**src/rtl/mips_pkg.sv**
```systemverilog
// rtl/mips_pkg.sv - shared types and constants for the memory arbiter
package mips_pkg;

  typedef enum logic [1:0] {ARB_IDLE, ARB_IF, ARB_DM} arb_state_t;
  typedef enum logic {GNT_IF, GNT_DM} arb_grant_t;

  localparam int MEM_LAT_MAX = 15;
  localparam int CNT_W       = 4;

  // On a tie the stage that did not win last time goes next, so neither starves.
  function automatic arb_grant_t pick_grant(input logic if_pend, input logic dm_pend,
                                            input arb_grant_t last);
    arb_grant_t g;
    if (if_pend && dm_pend) g = (last == GNT_IF) ? GNT_DM : GNT_IF;
    else if (dm_pend)       g = GNT_DM;
    else                    g = GNT_IF;
    return g;
  endfunction

endpackage

```
**src/rtl/mem_lat_counter.sv**
```systemverilog
// rtl/mem_lat_counter.sv - latency down-counter; done while the count sits at one
module mem_lat_counter
  import mips_pkg::*;
#(
  parameter int W = CNT_W
) (
  input  logic         clk,
  input  logic         rst_n,
  input  logic         i_load,
  input  logic         i_dec,
  input  logic [W-1:0] i_load_val,
  output logic         o_done
);

  logic [W-1:0] r_cnt;

  always_ff @(posedge clk or negedge rst_n) begin
    if (!rst_n) begin
      r_cnt <= '0;
    end else if (i_load) begin
      r_cnt <= i_load_val;
    end else if (i_dec && (r_cnt != '0)) begin
      r_cnt <= r_cnt - 1'b1;
    end
  end

  assign o_done = (r_cnt == W'(1));

endmodule

```
**src/rtl/mem_arbiter.sv**
```systemverilog
// rtl/mem_arbiter.sv - round-robin scheduler of the shared memory port between fetch and load/store
module mem_arbiter
  import mips_pkg::*;
#(
  parameter int ADDR_W  = 32,
  parameter int DATA_W  = 32,
  parameter int MEM_LAT = 2
) (
  input  logic              clk,
  input  logic              rst_n,
  input  logic              if_req,
  input  logic [ADDR_W-1:0] if_addr,
  output logic [DATA_W-1:0] if_rdata,
  output logic              if_ready,
  input  logic              dm_read,
  input  logic              dm_write,
  input  logic [ADDR_W-1:0] dm_addr,
  input  logic [DATA_W-1:0] dm_wdata,
  output logic [DATA_W-1:0] dm_rdata,
  output logic              dm_ready,
  output logic              mem_en,
  output logic              mem_we,
  output logic [ADDR_W-1:0] mem_addr,
  output logic [DATA_W-1:0] mem_wdata,
  input  logic [DATA_W-1:0] mem_rdata,
  output logic              stall_if,
  output logic              stall_mem
);

  localparam int LAT = (MEM_LAT > MEM_LAT_MAX) ? MEM_LAT_MAX : ((MEM_LAT < 1) ? 1 : MEM_LAT);

  arb_state_t        r_state;
  arb_grant_t        r_last_grant;
  logic              r_mem_en;
  logic              r_mem_we;
  logic [ADDR_W-1:0] r_mem_addr;
  logic [DATA_W-1:0] r_mem_wdata;
  logic [DATA_W-1:0] r_if_rdata;
  logic [DATA_W-1:0] r_dm_rdata;

  logic       w_cnt_done;
  logic       w_dm_req;
  logic       w_if_done;
  logic       w_dm_done;
  logic       w_if_pend;
  logic       w_dm_pend;
  logic       w_decide;
  logic       w_grant_any;
  arb_grant_t w_grant;

  mem_lat_counter #(.W(CNT_W)) u_lat_cnt (
    .clk        (clk),
    .rst_n      (rst_n),
    .i_load     (r_mem_en),
    .i_dec      (r_state != ARB_IDLE),
    .i_load_val (CNT_W'(LAT)),
    .o_done     (w_cnt_done)
  );

  assign w_dm_req  = dm_read | dm_write;
  assign w_if_done = (r_state == ARB_IF) & w_cnt_done;
  assign w_dm_done = (r_state == ARB_DM) & w_cnt_done;

  // The requester being completed this cycle is satisfied and must not be re-granted.
  assign w_if_pend   = if_req & ~w_if_done;
  assign w_dm_pend   = w_dm_req & ~w_dm_done;
  assign w_decide    = (r_state == ARB_IDLE) | w_if_done | w_dm_done;
  assign w_grant_any = w_decide & (w_if_pend | w_dm_pend);
  assign w_grant     = pick_grant(w_if_pend, w_dm_pend, r_last_grant);

  assign if_ready  = w_if_done & if_req;
  assign dm_ready  = w_dm_done & w_dm_req;
  assign if_rdata  = if_ready ? mem_rdata : r_if_rdata;
  assign dm_rdata  = dm_ready ? mem_rdata : r_dm_rdata;
  assign stall_if  = if_req & ~if_ready;
  assign stall_mem = w_dm_req & ~dm_ready;

  assign mem_en    = r_mem_en;
  assign mem_we    = r_mem_we;
  assign mem_addr  = r_mem_addr;
  assign mem_wdata = r_mem_wdata;

  always_ff @(posedge clk or negedge rst_n) begin
    if (!rst_n) begin
      r_state      <= ARB_IDLE;
      r_last_grant <= GNT_IF;
      r_mem_en     <= 1'b0;
      r_mem_we     <= 1'b0;
      r_mem_addr   <= '0;
      r_mem_wdata  <= '0;
      r_if_rdata   <= '0;
      r_dm_rdata   <= '0;
    end else begin
      r_mem_en <= 1'b0;
      if (if_ready) r_if_rdata <= mem_rdata;
      if (dm_ready) r_dm_rdata <= mem_rdata;
      if (w_decide) begin
        if (w_grant_any) begin
          r_last_grant <= w_grant;
          r_mem_en     <= 1'b1;
          if (w_grant == GNT_DM) begin
            r_state     <= ARB_DM;
            r_mem_we    <= dm_write;
            r_mem_addr  <= dm_addr;
            r_mem_wdata <= dm_wdata;
          end else begin
            r_state    <= ARB_IF;
            r_mem_we   <= 1'b0;
            r_mem_addr <= if_addr;
          end
        end else begin
          r_state <= ARB_IDLE;
        end
      end
    end
  end

endmodule
```
**config.mk**
```make
export PLATFORM = sky130hd
export DESIGN_NAME = mem_arbiter
export DESIGN_NICKNAME = d
export VERILOG_FILES = /design/src/rtl/mips_pkg.sv /design/src/rtl/mem_lat_counter.sv /design/src/rtl/mem_arbiter.sv
export SDC_FILE = /design/constraint.sdc
export NUM_CORES = 1
export LEC_CHECK = 0
export BUFFER_PORTS_ARGS = -buffer_cell sky130_fd_sc_hd__buf_2
export CELL_PAD_IN_SITES_DETAIL_PLACEMENT = 1
export CELL_PAD_IN_SITES_GLOBAL_PLACEMENT = 1
export CORE_ASPECT_RATIO = 0.75
export CORE_MARGIN = 1.5
export CORE_UTILIZATION = 33
export DETAILED_ROUTE_END_ITERATION = 16
export GPL_ROUTABILITY_DRIVEN = 0
export GPL_TIMING_DRIVEN = 0
export PLACE_DENSITY = 0.88
export SLEW_MARGIN = 30
export SYNTH_ARGS = -nofsm -noshare
export SYNTH_HDL_FRONTEND = slang
export SYNTH_HIERARCHICAL = 1
export SYNTH_SLANG_ARGS = --single-unit
```
**constraint.sdc**
```tcl
create_clock -name clk -period 2.53 [get_ports clk]
set_input_delay 0.506 -clock clk [delete_from_list [all_inputs] [get_ports clk]]
set_output_delay 0.506 -clock clk [all_outputs]
set_load 0.01 [all_outputs]
```
==> flow_summary.json <==
{
  "clkTransAtPathRegs_ns": 0.07,
  "routedWlPerCell_um": 21.06,
  "synth_edf_count": 0,
  "powerDensity_nw_per_um2": 1280,
  "fin_hold_ws_ns": 0.03853,
  "synth.most_common_cell": "dfrtp_1",
  "clockBufferDepth": 2,
  "status": "complete, but fails checks",
  "drive_gt1_share_pct": 66.81,
  "finalHoldViolations": 0,
  "worstSkewPairLatency_ns": 0.42,
  "final-setup-viol-count": 66,
  "tns_ns": -20.58,
  "dp_hpwl_um": 12020,
  "drt-initial-drc-count": 165,
  "io_buffer_count": 266,
  "ant_nets": 0,
  "drc_errors": 0,
  "io-pin-count": 267,
  "vdd_drop_max_v": 0.0004478,
  "wl_met1_um": 7654,
  "fmax_mhz": 346.3,
  "drt-total-wl_um": 19250,
  "avgSynthCellArea_um2": 15.25,
  "synth_area_leaders": "dfrtp_1, mux2_2, a221o_1, and2_1, buf_6",
  "clockRootBuffer": "clkbuf_16",
  "slew_viol_final": 0,
  "setup_ws_ns": -0.3579,
  "firstDrtPassIters": 4,
  "syn_inst": 369,
  "critical_path_class": "flip-flop to output port",
  "hold_path.class": "input port to asynchronous set/reset pin",
  "gr-usage-all-layers_pct": 20.73,
  "stdcell_area_um2": 8866,
  "vias_per_cell": 4.841,
  "worstPathArrival_ns": 2.38,
  "antenna_found_initial": 0,
  "wl_met3_um": 1341,
  "start_util_pct": 33.54,
  "dieHeight_um": 116.1,
  "die-area_um2": 17850,
  "die-width_um": 153.8,
  "period_share_pct": 114.1,
  "synth_top_area_share_pct": 60.93,
  "grt_pass1_wl_um": 27610,
  "num_antenna_cells": 0,
  "finalCriticalPeriod_ns": 2.888,
  "htreeDepth": 4,
  "synthTopCellsByCount": "dfrtp_1, mux2_2, a221o_1, and2_1, buf_6",
  "async_reset_ff_share_pct": 100.0,
  "cts.sinks": 137,
  "r2r-start": "u_lat_cnt/r_cnt[1]$_DFFE_PN0P_",
  "relSlewSlack_pct": 63.44,
  "rsz0062_at_grt": "yes",
  "grt_pass1_vias": 4839,
  "ctsHoldBuffers": 0,
  "ys.flop_type": "dfrtp_1",
  "finish.utilization_pct": 52.85,
  "rr_worst_depth": 8,
  "static-leakage-power_nw": 4.491,
  "cts_buffers": 17,
  "end_kind": "output port",
  "dr_total_vias": 4425,
  "rows": 41,
  "routed.top_layer": "met4",
  "violations": "negative setup slack",
  "r2r-end": "mem_wdata[21]$_DFFE_PN0P_",
  "crit_required_ns": 2.02,
  "drv_cap": 0,
  "nNetsFinal": 821,
  "p_total_w": 0.01135,
  "rrSetupSlack_ns": 0.34,
  "path_max_fanout": 5,
  "postPlaceCellArea_um2": 7277,
  "ys_warn_count": 6,
  "synth.largest_area_cell": "dfrtp_1",
  "grt_max_degree": 70,
  "start_kind": "flip-flop",
  "core_um2": 16770,
  "num-fill-cells": 1718,
  "netlist_area_um2": 5627,
  "cts_tree": "done",
  "yosysSeqAreaShare_pct": 60.93,
  "area.growth.synth_to_final_pct": 57.57,
  "worstMarginPinSlew_ns": 0.5484,
  "ys_seq_elements": 137,
  "grt_overflow": 0,
  "synth_cell_type_count": 41,
  "clock_skew_ns": 0.01141,
  "dr_wl_met2_um": 9807
}
[power by group]
part | switching, W | total, W | leakage (nW) | internal, W
sequential | 0.000543 | 0.00375 | 1.72 | 0.00321
combinational | 0.00221 | 0.00505 | 2.47 | 0.00284
clock | 0.00104 | 0.00255 | 0.298 | 0.00151
total | 0.00380 | 0.0113 | 4.49 | 0.00755
[per-stage QoR]
step | setup slack (ns) | std cells
4_1_cts | -0.4082 | 904
5_1_grt | -0.4791 | 914
3_3_place_gp | -0.9517 | 852
3_5_place_dp | -0.4703 | 853
2_1_floorplan | 0.05836 | 371
6_report | -0.3579 | 914
[flip-flops by register name, summed over array words and instances (netlist names)]
name and count:
mem_addr 32, mem_wdata 32, r_dm_rdata 32, r_if_rdata 32, u_lat_cnt/r_cnt 4, r_state 2
mem_en 1, mem_we 1, r_last_grant 1
[worst max-delay path by stage]
stage | endpoint | start | cells past startpoint | slack, ns
6_report | if_rdata[27] | u_lat_cnt/r_cnt[1]$_DFFE_PN0P_ | 9 | -0.36
5_1_grt | if_rdata[13] | u_lat_cnt/r_cnt[1]$_DFFE_PN0P_ | 9 | -0.48
4_1_cts | dm_rdata[29] | u_lat_cnt/r_cnt[1]$_DFFE_PN0P_ | 9 | -0.41
3_5_place_dp | dm_rdata[28] | u_lat_cnt/r_cnt[1]$_DFFE_PN0P_ | 8 | -0.47
3_3_place_gp | mem_addr[9]$_DFFE_PN0P_ | rst_n | 1 | -0.95
2_1_floorplan | dm_rdata[22] | u_lat_cnt/r_cnt[1]$_DFFE_PN0P_ | 7 | 0.06
[per-layer routing]
metal	GRT usage (%)	vias up
li1	-	1983
met1	23.82	2201
met2	36.35	208
met3	7.143	33
met4	7.443	0
met5	0	-
[cell usage in the layout (no fill, tap or decap), types with 3 or more instances in the layout]
cell type	instances
and2_1	24
buf_12	7
clkinv_4	3
and2_0	8
buf_16	4
mux2_2	57
nand2_1	4
buf_4	26
conb_1	4
a21oi_1	4
inv_6	6
a221o_2	3
buf_6	74
a221o_1	30
mux2_4	37
dfrtp_1	137
buf_8	5
clkbuf_16	18
buf_2	200
[worst max-delay path: stages, from the launching register on]
cell,delay (ns)
dfrtp_1,0.41
inv_2,0.09
ha_4,0.12
nor3b_4,0.22
and2b_2,0.22
nand3_4,0.15
buf_6,0.18
buf_8,0.13
mux2_2,0.33
buf_6,0.14
[what timing repair did]
item,4_1_cts,5_1_grt
resized for setup,105,33
setup endpoints to repair,66,66
gates cloned,4,1
buffers inserted,15,10
pin swaps,2,2
[cell families after synthesis]
group                    Yosys count  synth area share (%)
other                              2                0.1335
adder cells (fa/ha/maj)            2                0.4447
flip-flops                       137                 60.93
AO/OA/AOI/OAI                     50                 8.450
buffers and inverters             26                 3.736
multiplexers                      97                 19.39
AND/OR/NAND/NOR                   55                 6.916
[layout make-up]
type	count	area, um^2	area share (%)
clock buffers	18	439.2	4.953
well taps	215	269.0	3.034
repair buffers	296	2132	24.05
clock inverters	14	160.2	1.806
multi-input cells	208	2168	24.46
flip-flops and latches	137	3428	38.67
inverters	5	21.27	0.2399
plain buffers	21	247.7	2.794
Power figures use the tool's default switching activity.
